[src/rtl/skin_bbox_detect.sv]
// Skin-tone classifier on a YCbCr stream: emits a binarised video stream and, once per
// frame, the bounding box and pixel count of the skin region seen in that frame.
module skin_bbox_detect #(
   parameter int CB_MIN  = 77,
   parameter int CB_MAX  = 127,
   parameter int CR_MIN  = 133,
   parameter int CR_MAX  = 173,
   parameter int MIN_PIX = 64,
   parameter int CW      = 11
) (
   input  logic          pixelclk,
   input  logic          rst_n,
   input  logic [23:0]   i_ycbcr,
   input  logic          i_hsync,
   input  logic          i_vsync,
   input  logic          i_de,
   output logic [23:0]   o_bin,
   output logic          o_hsync,
   output logic          o_vsync,
   output logic          o_de,
   output logic          o_box_valid,
   output logic          o_box_hit,
   output logic [CW-1:0] o_xmin,
   output logic [CW-1:0] o_xmax,
   output logic [CW-1:0] o_ymin,
   output logic [CW-1:0] o_ymax,
   output logic [20:0]   o_pix_cnt
);

   localparam logic [CW-1:0] COORD_MAX = '1;
   localparam logic [20:0]   COUNT_MAX = '1;

   logic [7:0]    cb;
   logic [7:0]    cr;
   logic          skin;
   logic          vs_rise;
   logic          de_fall;
   logic          frame_seen;
   logic [CW-1:0] x_cnt;
   logic [CW-1:0] y_cnt;
   logic [CW-1:0] xmin;
   logic [CW-1:0] xmax;
   logic [CW-1:0] ymin;
   logic [CW-1:0] ymax;
   logic [20:0]   count;

   assign cb = i_ycbcr[15:8];
   assign cr = i_ycbcr[7:0];
   assign skin = i_de && (cb >= 8'(CB_MIN)) && (cb <= 8'(CB_MAX))
                      && (cr >= 8'(CR_MIN)) && (cr <= 8'(CR_MAX));
   // o_vsync/o_de double as the one-cycle-delayed copies used for edge detection
   assign vs_rise = i_vsync & ~o_vsync;
   assign de_fall = o_de & ~i_de;

   always_ff @(posedge pixelclk or negedge rst_n) begin
      if (!rst_n) begin
         o_bin   <= '0;
         o_hsync <= 1'b0;
         o_vsync <= 1'b0;
         o_de    <= 1'b0;
      end else begin
         o_bin   <= skin ? 24'hFFFFFF : 24'h000000;
         o_hsync <= i_hsync;
         o_vsync <= i_vsync;
         o_de    <= i_de;
      end
   end

   always_ff @(posedge pixelclk or negedge rst_n) begin
      if (!rst_n) begin
         x_cnt <= '0;
         y_cnt <= '0;
      end else if (vs_rise) begin
         x_cnt <= '0;
         y_cnt <= '0;
      end else if (i_de) begin
         if (x_cnt != COORD_MAX) x_cnt <= x_cnt + 1'b1;
      end else if (de_fall) begin
         x_cnt <= '0;
         if (y_cnt != COORD_MAX) y_cnt <= y_cnt + 1'b1;
      end
   end

   // Frame end takes priority, so a skin pixel landing on vs_rise is never accumulated
   always_ff @(posedge pixelclk or negedge rst_n) begin
      if (!rst_n) begin
         xmin  <= '1;
         xmax  <= '0;
         ymin  <= '1;
         ymax  <= '0;
         count <= '0;
      end else if (vs_rise) begin
         xmin  <= '1;
         xmax  <= '0;
         ymin  <= '1;
         ymax  <= '0;
         count <= '0;
      end else if (skin) begin
         if (x_cnt < xmin) xmin <= x_cnt;
         if (x_cnt > xmax) xmax <= x_cnt;
         if (y_cnt < ymin) ymin <= y_cnt;
         if (y_cnt > ymax) ymax <= y_cnt;
         if (count != COUNT_MAX) count <= count + 1'b1;
      end
   end

   always_ff @(posedge pixelclk or negedge rst_n) begin
      if (!rst_n) begin
         frame_seen  <= 1'b0;
         o_box_valid <= 1'b0;
         o_box_hit   <= 1'b0;
         o_xmin      <= '0;
         o_xmax      <= '0;
         o_ymin      <= '0;
         o_ymax      <= '0;
         o_pix_cnt   <= '0;
      end else begin
         o_box_valid <= vs_rise & frame_seen;
         if (vs_rise) begin
            frame_seen <= 1'b1;
            // The frame in progress at reset is partial, so its results are dropped
            if (frame_seen) begin
               o_pix_cnt <= count;
               if (count >= 21'(MIN_PIX)) begin
                  o_box_hit <= 1'b1;
                  o_xmin    <= xmin;
                  o_xmax    <= xmax;
                  o_ymin    <= ymin;
                  o_ymax    <= ymax;
               end else begin
                  o_box_hit <= 1'b0;
                  o_xmin    <= '0;
                  o_xmax    <= '0;
                  o_ymin    <= '0;
                  o_ymax    <= '0;
               end
            end
         end
      end
   end

endmodule
[config.mk]
export PLATFORM = sky130hd
export DESIGN_NAME = skin_bbox_detect
export DESIGN_NICKNAME = d
export VERILOG_FILES = /design/src/rtl/skin_bbox_detect.sv
export SDC_FILE = /design/constraint.sdc
export NUM_CORES = 1
export LEC_CHECK = 0
export ABC_AREA = 0
export BUFFER_PORTS_ARGS = -buffer_cell sky130_fd_sc_hd__buf_2
export CORE_ASPECT_RATIO = 0.8
export CORE_MARGIN = 8
export CORE_UTILIZATION = 60
export DETAILED_ROUTE_END_ITERATION = 8
export PLACE_DENSITY = 0.88
export SLEW_MARGIN = 40
export SYNTH_ARGS = -nofsm -noshare
export SYNTH_HDL_FRONTEND = slang
export SYNTH_SLANG_ARGS = --single-unit
[constraint.sdc]
create_clock -name pixelclk -period 7.07 [get_ports pixelclk]
set_clock_uncertainty 0.1 [all_clocks]
set_input_delay 1.7675 -clock pixelclk [delete_from_list [all_inputs] [get_ports pixelclk]]
set_output_delay 1.7675 -clock pixelclk [all_outputs]
set_load 0.1 [all_outputs]
## Yosys cells after proc, flatten, opt, wreduce, memory -nomap -nowiden

Cells that the tools add are included.

- Mux-type cells: 29
- Bitwise gates (word level): 5
- Eq/ne operators: 5
- $add $sub $neg: 3
- Reductions and logical operators: 21
- Magnitude comparators: 9

Operators by type and width:

| operator | number |
|---|---|
| 11-bit 2-to-1 mux | 24 |
| 21-bit 2-to-1 mux | 3 |
| 24-bit 2-to-1 mux | 1 |
| 11-bit by 1-bit adder with 11-bit output, second input constant | 2 |
| 11-bit greater-than comparator | 2 |
| 11-bit < comparator | 2 |
| 11-bit inequality test, second input constant | 2 |
| 21-bit by 1-bit adder with 21-bit output, second input constant | 1 |
| 21-bit by 7-bit greater-or-equal comparator with 1-bit output, second input constant | 1 |
| 21-bit inequality test, second input constant | 1 |
| 2-bit nonzero test | 8 |
| 2-bit AND reduction | 7 |
| 8-bit by 7-bit greater-or-equal comparator with 1-bit output, second input constant | 1 |
| 8-bit greater-or-equal comparator, second input constant | 1 |
| 8-bit by 7-bit less-or-equal comparator with 1-bit output, second input constant | 1 |
| 8-bit less-or-equal comparator, second input constant | 1 |
| 1-bit logical AND | 4 |
| 1-bit bitwise AND | 3 |
| 3-bit by 1-bit inequality test with 1-bit output, second input constant | 1 |
| 3-bit AND reduction | 1 |
| 3-bit nonzero test | 1 |
| 2-bit by 1-bit inequality test with 1-bit output, second input constant | 1 |
| 1-bit NOT | 2 |
| 1-bit 2-to-1 mux | 1 |

- Output and inout port bits: 94
- Input bits: 29
- Logic and storage cells: 91
- Register bits after elaboration: 182

## Longest topological paths before layout

- Depth in word-level cells: 7
- Gate-level depth with buffers: 10

## Least setup slack after synthesis

OpenSTA, ideal clock, no wires.

- Path kind: register -> output
- Start: reg, netlist name o_bin[22]
- End: out o_bin[10]
- Arrival time: 1.689 ns
- Cell stages (with the launch flop): 2
- Path slack: 3.513 ns
- Path buffers: 1
- Path through: dfrtp_1 buf_4

RTL lines:

| what | RTL line | text |
|---|---|---|
| to (decl) | 17 | `output logic [23:0] o_bin,` |

## Worst setup path after layout

- Start: in i_vsync
- End: reg o_xmin[4]

- Longest elaborated chain between the ends: 2

Ends and longest elaborated chain:

| what | RTL line | text |
|---|---|---|
| from (decl) | 15 | `input logic i_vsync,` |
| 1-bit bitwise AND | 52 | `assign vs_rise = i_vsync & ~o_vsync;` |
| 2-bit AND reduction (no line) | -- |  |
| to (signal assigned) | 126 | `o_xmin <= xmin;` |
| to (decl) | 23 | `output logic [CW-1:0] o_xmin,` |

Every way passes these cells.
A chain may end at the register's enable or synchronous reset.

==> flow_summary.ini <==
[clock_tree]
clkLatencyLatePin_ns = 0.43
cts_htree_levels = 4
postCtsSetupBuffers = 0
clockBufferDepth = 2
tritoncts = yes
hold_buffers = 0
cts_resized = 0
clk_pin_slew_ns = 0.06
cts.sinks = 159
root_buffer = clkbuf_16
numCtsBuffers = 17

[finish]
drive_above_1_share_pct = 25.8
stdcell_count = 988
stdcell_area_um2 = 8910
final_nets = 875
synthToLayoutAreaGrowth_pct = 14.0
antenna_cells = 0

[placement]
io_buffers = 114
placed_area_um2 = 8310
place_inst = 955
gp_congestion = 0.897
post-dp-hpwl_mm = 12.6

[sta]
min_period_ns = 3.96
hold_slack_ns = 0.374
max_freq_mhz = 253
max_slew_margin_pct = 47.0
hold_viol = 0
drv_slew = 0
tightest_slew_ns = 0.794
period_share_pct = 55.9
setup_violations = 0
tns_ns = 0
rsz0062_at_grt = no

[synth]
synth.area.mux_share_pct = 2.99
synthDistinctLibCells = 54
synth_seq_cells = 159
synth-seq-area-share_pct = 51.3
synth_top_family_by_area = compound AO/OA/AOI/OAI gates
syn-num-nets = 789
syn_inst = 714
syn_area_um2 = 7810
syn_avg_cell_area_um2 = 10.9
synth_ff_type = dfrtp_1
synth-compound-area-share_pct = 15.2
synthAdderAreaFrac_pct = 7.37
yosys.area_share.simple_pct = 13.0
synth_edf_count = 0
synth-xor-area-share_pct = 2.91
async_flop_share_pct = 100
ys_warn_count = 0

[worst_setup_path]
end_kind = register
crit_arrival_ns = 4.22
r2r_slack_ns = 4.16
reg2reg_to = o_xmin[4]
slowest_delay_ns = 0.65
setup.worst_path.class = in -> reg
crit_path_frequent_cell = buf_4
crit_path_start_kind = input pin
cp_slowest_cell = a31oi_4
r2r-start = o_vsync
worstPathCellList = buf_2 -> nor2b_4 -> buf_4 -> nand2_2 -> buf_4 -> a31oi_4 -> buf_4 -> a22o_1
crit_fanout = 70
required_ns = 7.33
r2r_cells = 7

[grt]
grt.busiest_layer = met2
grt_pass1_wl_mm = 30.5
antenna_found_initial = 0
grtUsageMet2_pct = 35.5
grt_pass1_vias = 6169
grt_max_degree = 109
use_met1_pct = 27.9
grt_use_met3_pct = 5.96
grt.total_usage_pct = 22.4
grt-ovfl-total = 0

[worst_hold_path]
min_from = o_box_hit
hold_path.class = reg -> reg
min_path_cells = 1
min_to = o_box_hit

[drt]
wl_per_cell_um = 18.7
drt_first_iter_violations = 421
viasPerCell = 6.06
drc_errors = 0
ant_nets = 0
firstDrtPassIters = 5
num_vias = 5987
totalWireLength_mm = 18.5

[floorplanning]
num_rows = 37
die_w_um = 144
core_region_area_um2 = 12800
start_util_pct = 61.1
die_height_um = 118
pin_count = 123
dieArea_um2 = 17000

[power_and_ir_drop]
power.density_nw_per_um2 = 224
ir_drop_uv = 194
leakage_uw = 0.00462

[outcome]
status = finished, final reports clean

[run]
drv_cap = 0
[kinds of logic (layout without fill, tap and decap cells)]
kind of cell,after synthesis,count (layout)
DFF,159,159
xor gates and xnor gates,26,26
buffers and inverters,108,207
and+or+nand+nor,192,192
AOI/OAI and AO/OA,162,162
adders and majority gates,46,46
muxes,21,21
[worst max-delay path, delay by kind of cell]
family | cells | cell delay (ns)
AOI/OAI and AO/OA | 2 | 0.83
buffers and inverters | 4 | 1.35
and+or+nand+nor | 2 | 0.21
[how the worst max path moves through the flow]
stage                   start   endpoint  cells after the start
finish                i_vsync  o_xmin[4]                      8
detailed placement    i_vsync  o_xmin[4]                      8
global route          i_vsync  o_xmax[7]                      8
floorplan           o_bin[22]  o_bin[10]                      1
CTS                   i_vsync  o_xmin[4]                      8
global placement      i_vsync  o_xmin[7]                      8
[layout by cell type (no fill, tap or decap), types with 7 or more instances in the layout]
cell type	instances
ha_1	46
inv_1	51
o21ai_0	19
clkbuf_16	17
mux2_2	19
buf_2	113
xor2_1	16
nor2_1	44
nand2_1	33
buf_4	9
nand4_1	17
xnor2_1	10
a21oi_1	26
and3_1	12
nand3_1	21
a211oi_1	7
dfstp_2	22
a31oi_1	20
dfrtp_1	137
a22o_1	65
nor3_1	26
[through the flow]
stage	worst slack, ns	total power (µW)	utilization, %
floorplan	3.51	1070	-
global placement	2.77	1110	65.0
detailed placement	2.65	1130	65.0
CTS	3.10	2000	69.5
global route	2.95	2060	69.7
finish	3.11	1990	69.7
[area by class of cell]
cell class | count | area [µm²]
multi-input cells | 447 | 3250
repair buffers | 124 | 676
clock buffers | 27 | 513
clock inverters | 5 | 53.8
inverters | 51 | 191
well taps | 175 | 219
flip-flops and latches | 159 | 4010
fillers | 959 | 3870
[registers in the layout, summed over array words and instances, names as in the netlist, 11 cells and up]
signal,flops
xmax,11
ymin,11
xmin,11
o_ymax,11
o_ymin,11
o_xmax,11
ymax,11
o_pix_cnt,21
y_cnt,11
count,21
x_cnt,11
o_xmin,11
[report_power, final]
| group | internal, µW | switching, µW |
|---|---|---|
| registers | 930 | 25.3 |
| clock network | 530 | 346 |
| logic | 48.9 | 111 |
| total | 1510 | 483 |
[synthesized netlist by cell type (7+ instances only)]
| master | n | area share [%] |
|---|---|---|
| dfrtp_1 | 137 | 44 |
| a22o_1 | 65 | 7.3 |
| inv_1 | 51 | 2.5 |
| ha_1 | 46 | 7.4 |
| nor2_1 | 44 | 2.1 |
| nand2_1 | 34 | 1.6 |
| a21oi_1 | 27 | 1.7 |
| nor3_1 | 26 | 1.7 |
| buf_4 | 24 | 2.3 |
| dfstp_2 | 22 | 7.4 |
| nand3_1 | 21 | 1.3 |
| a31oi_1 | 20 | 1.6 |
| mux2_2 | 19 | 2.7 |
| o21ai_0 | 19 | 1.2 |
| nand4_1 | 17 | 1.4 |
| xor2_1 | 16 | 1.8 |
| clkbuf_1 | 15 | 0.72 |
| and3_1 | 12 | 0.96 |
| xnor2_1 | 10 | 1.1 |
| buf_2 | 9 | 0.58 |
| buf_6 | 8 | 1.2 |
| a211oi_1 | 7 | 0.67 |
[routing by layer]
layer / wire (µm) / part of all wire, % / vias to the layer above
met5: 0 / 0 / -
met4: 541 / 2.9 / 0
met3: 1270 / 6.8 / 51
met2: 9000 / 49 / 221
met1: 7710 / 42 / 2976
li1: - / - / 2739
No activity file was read; power rests on OpenSTA's default activity.
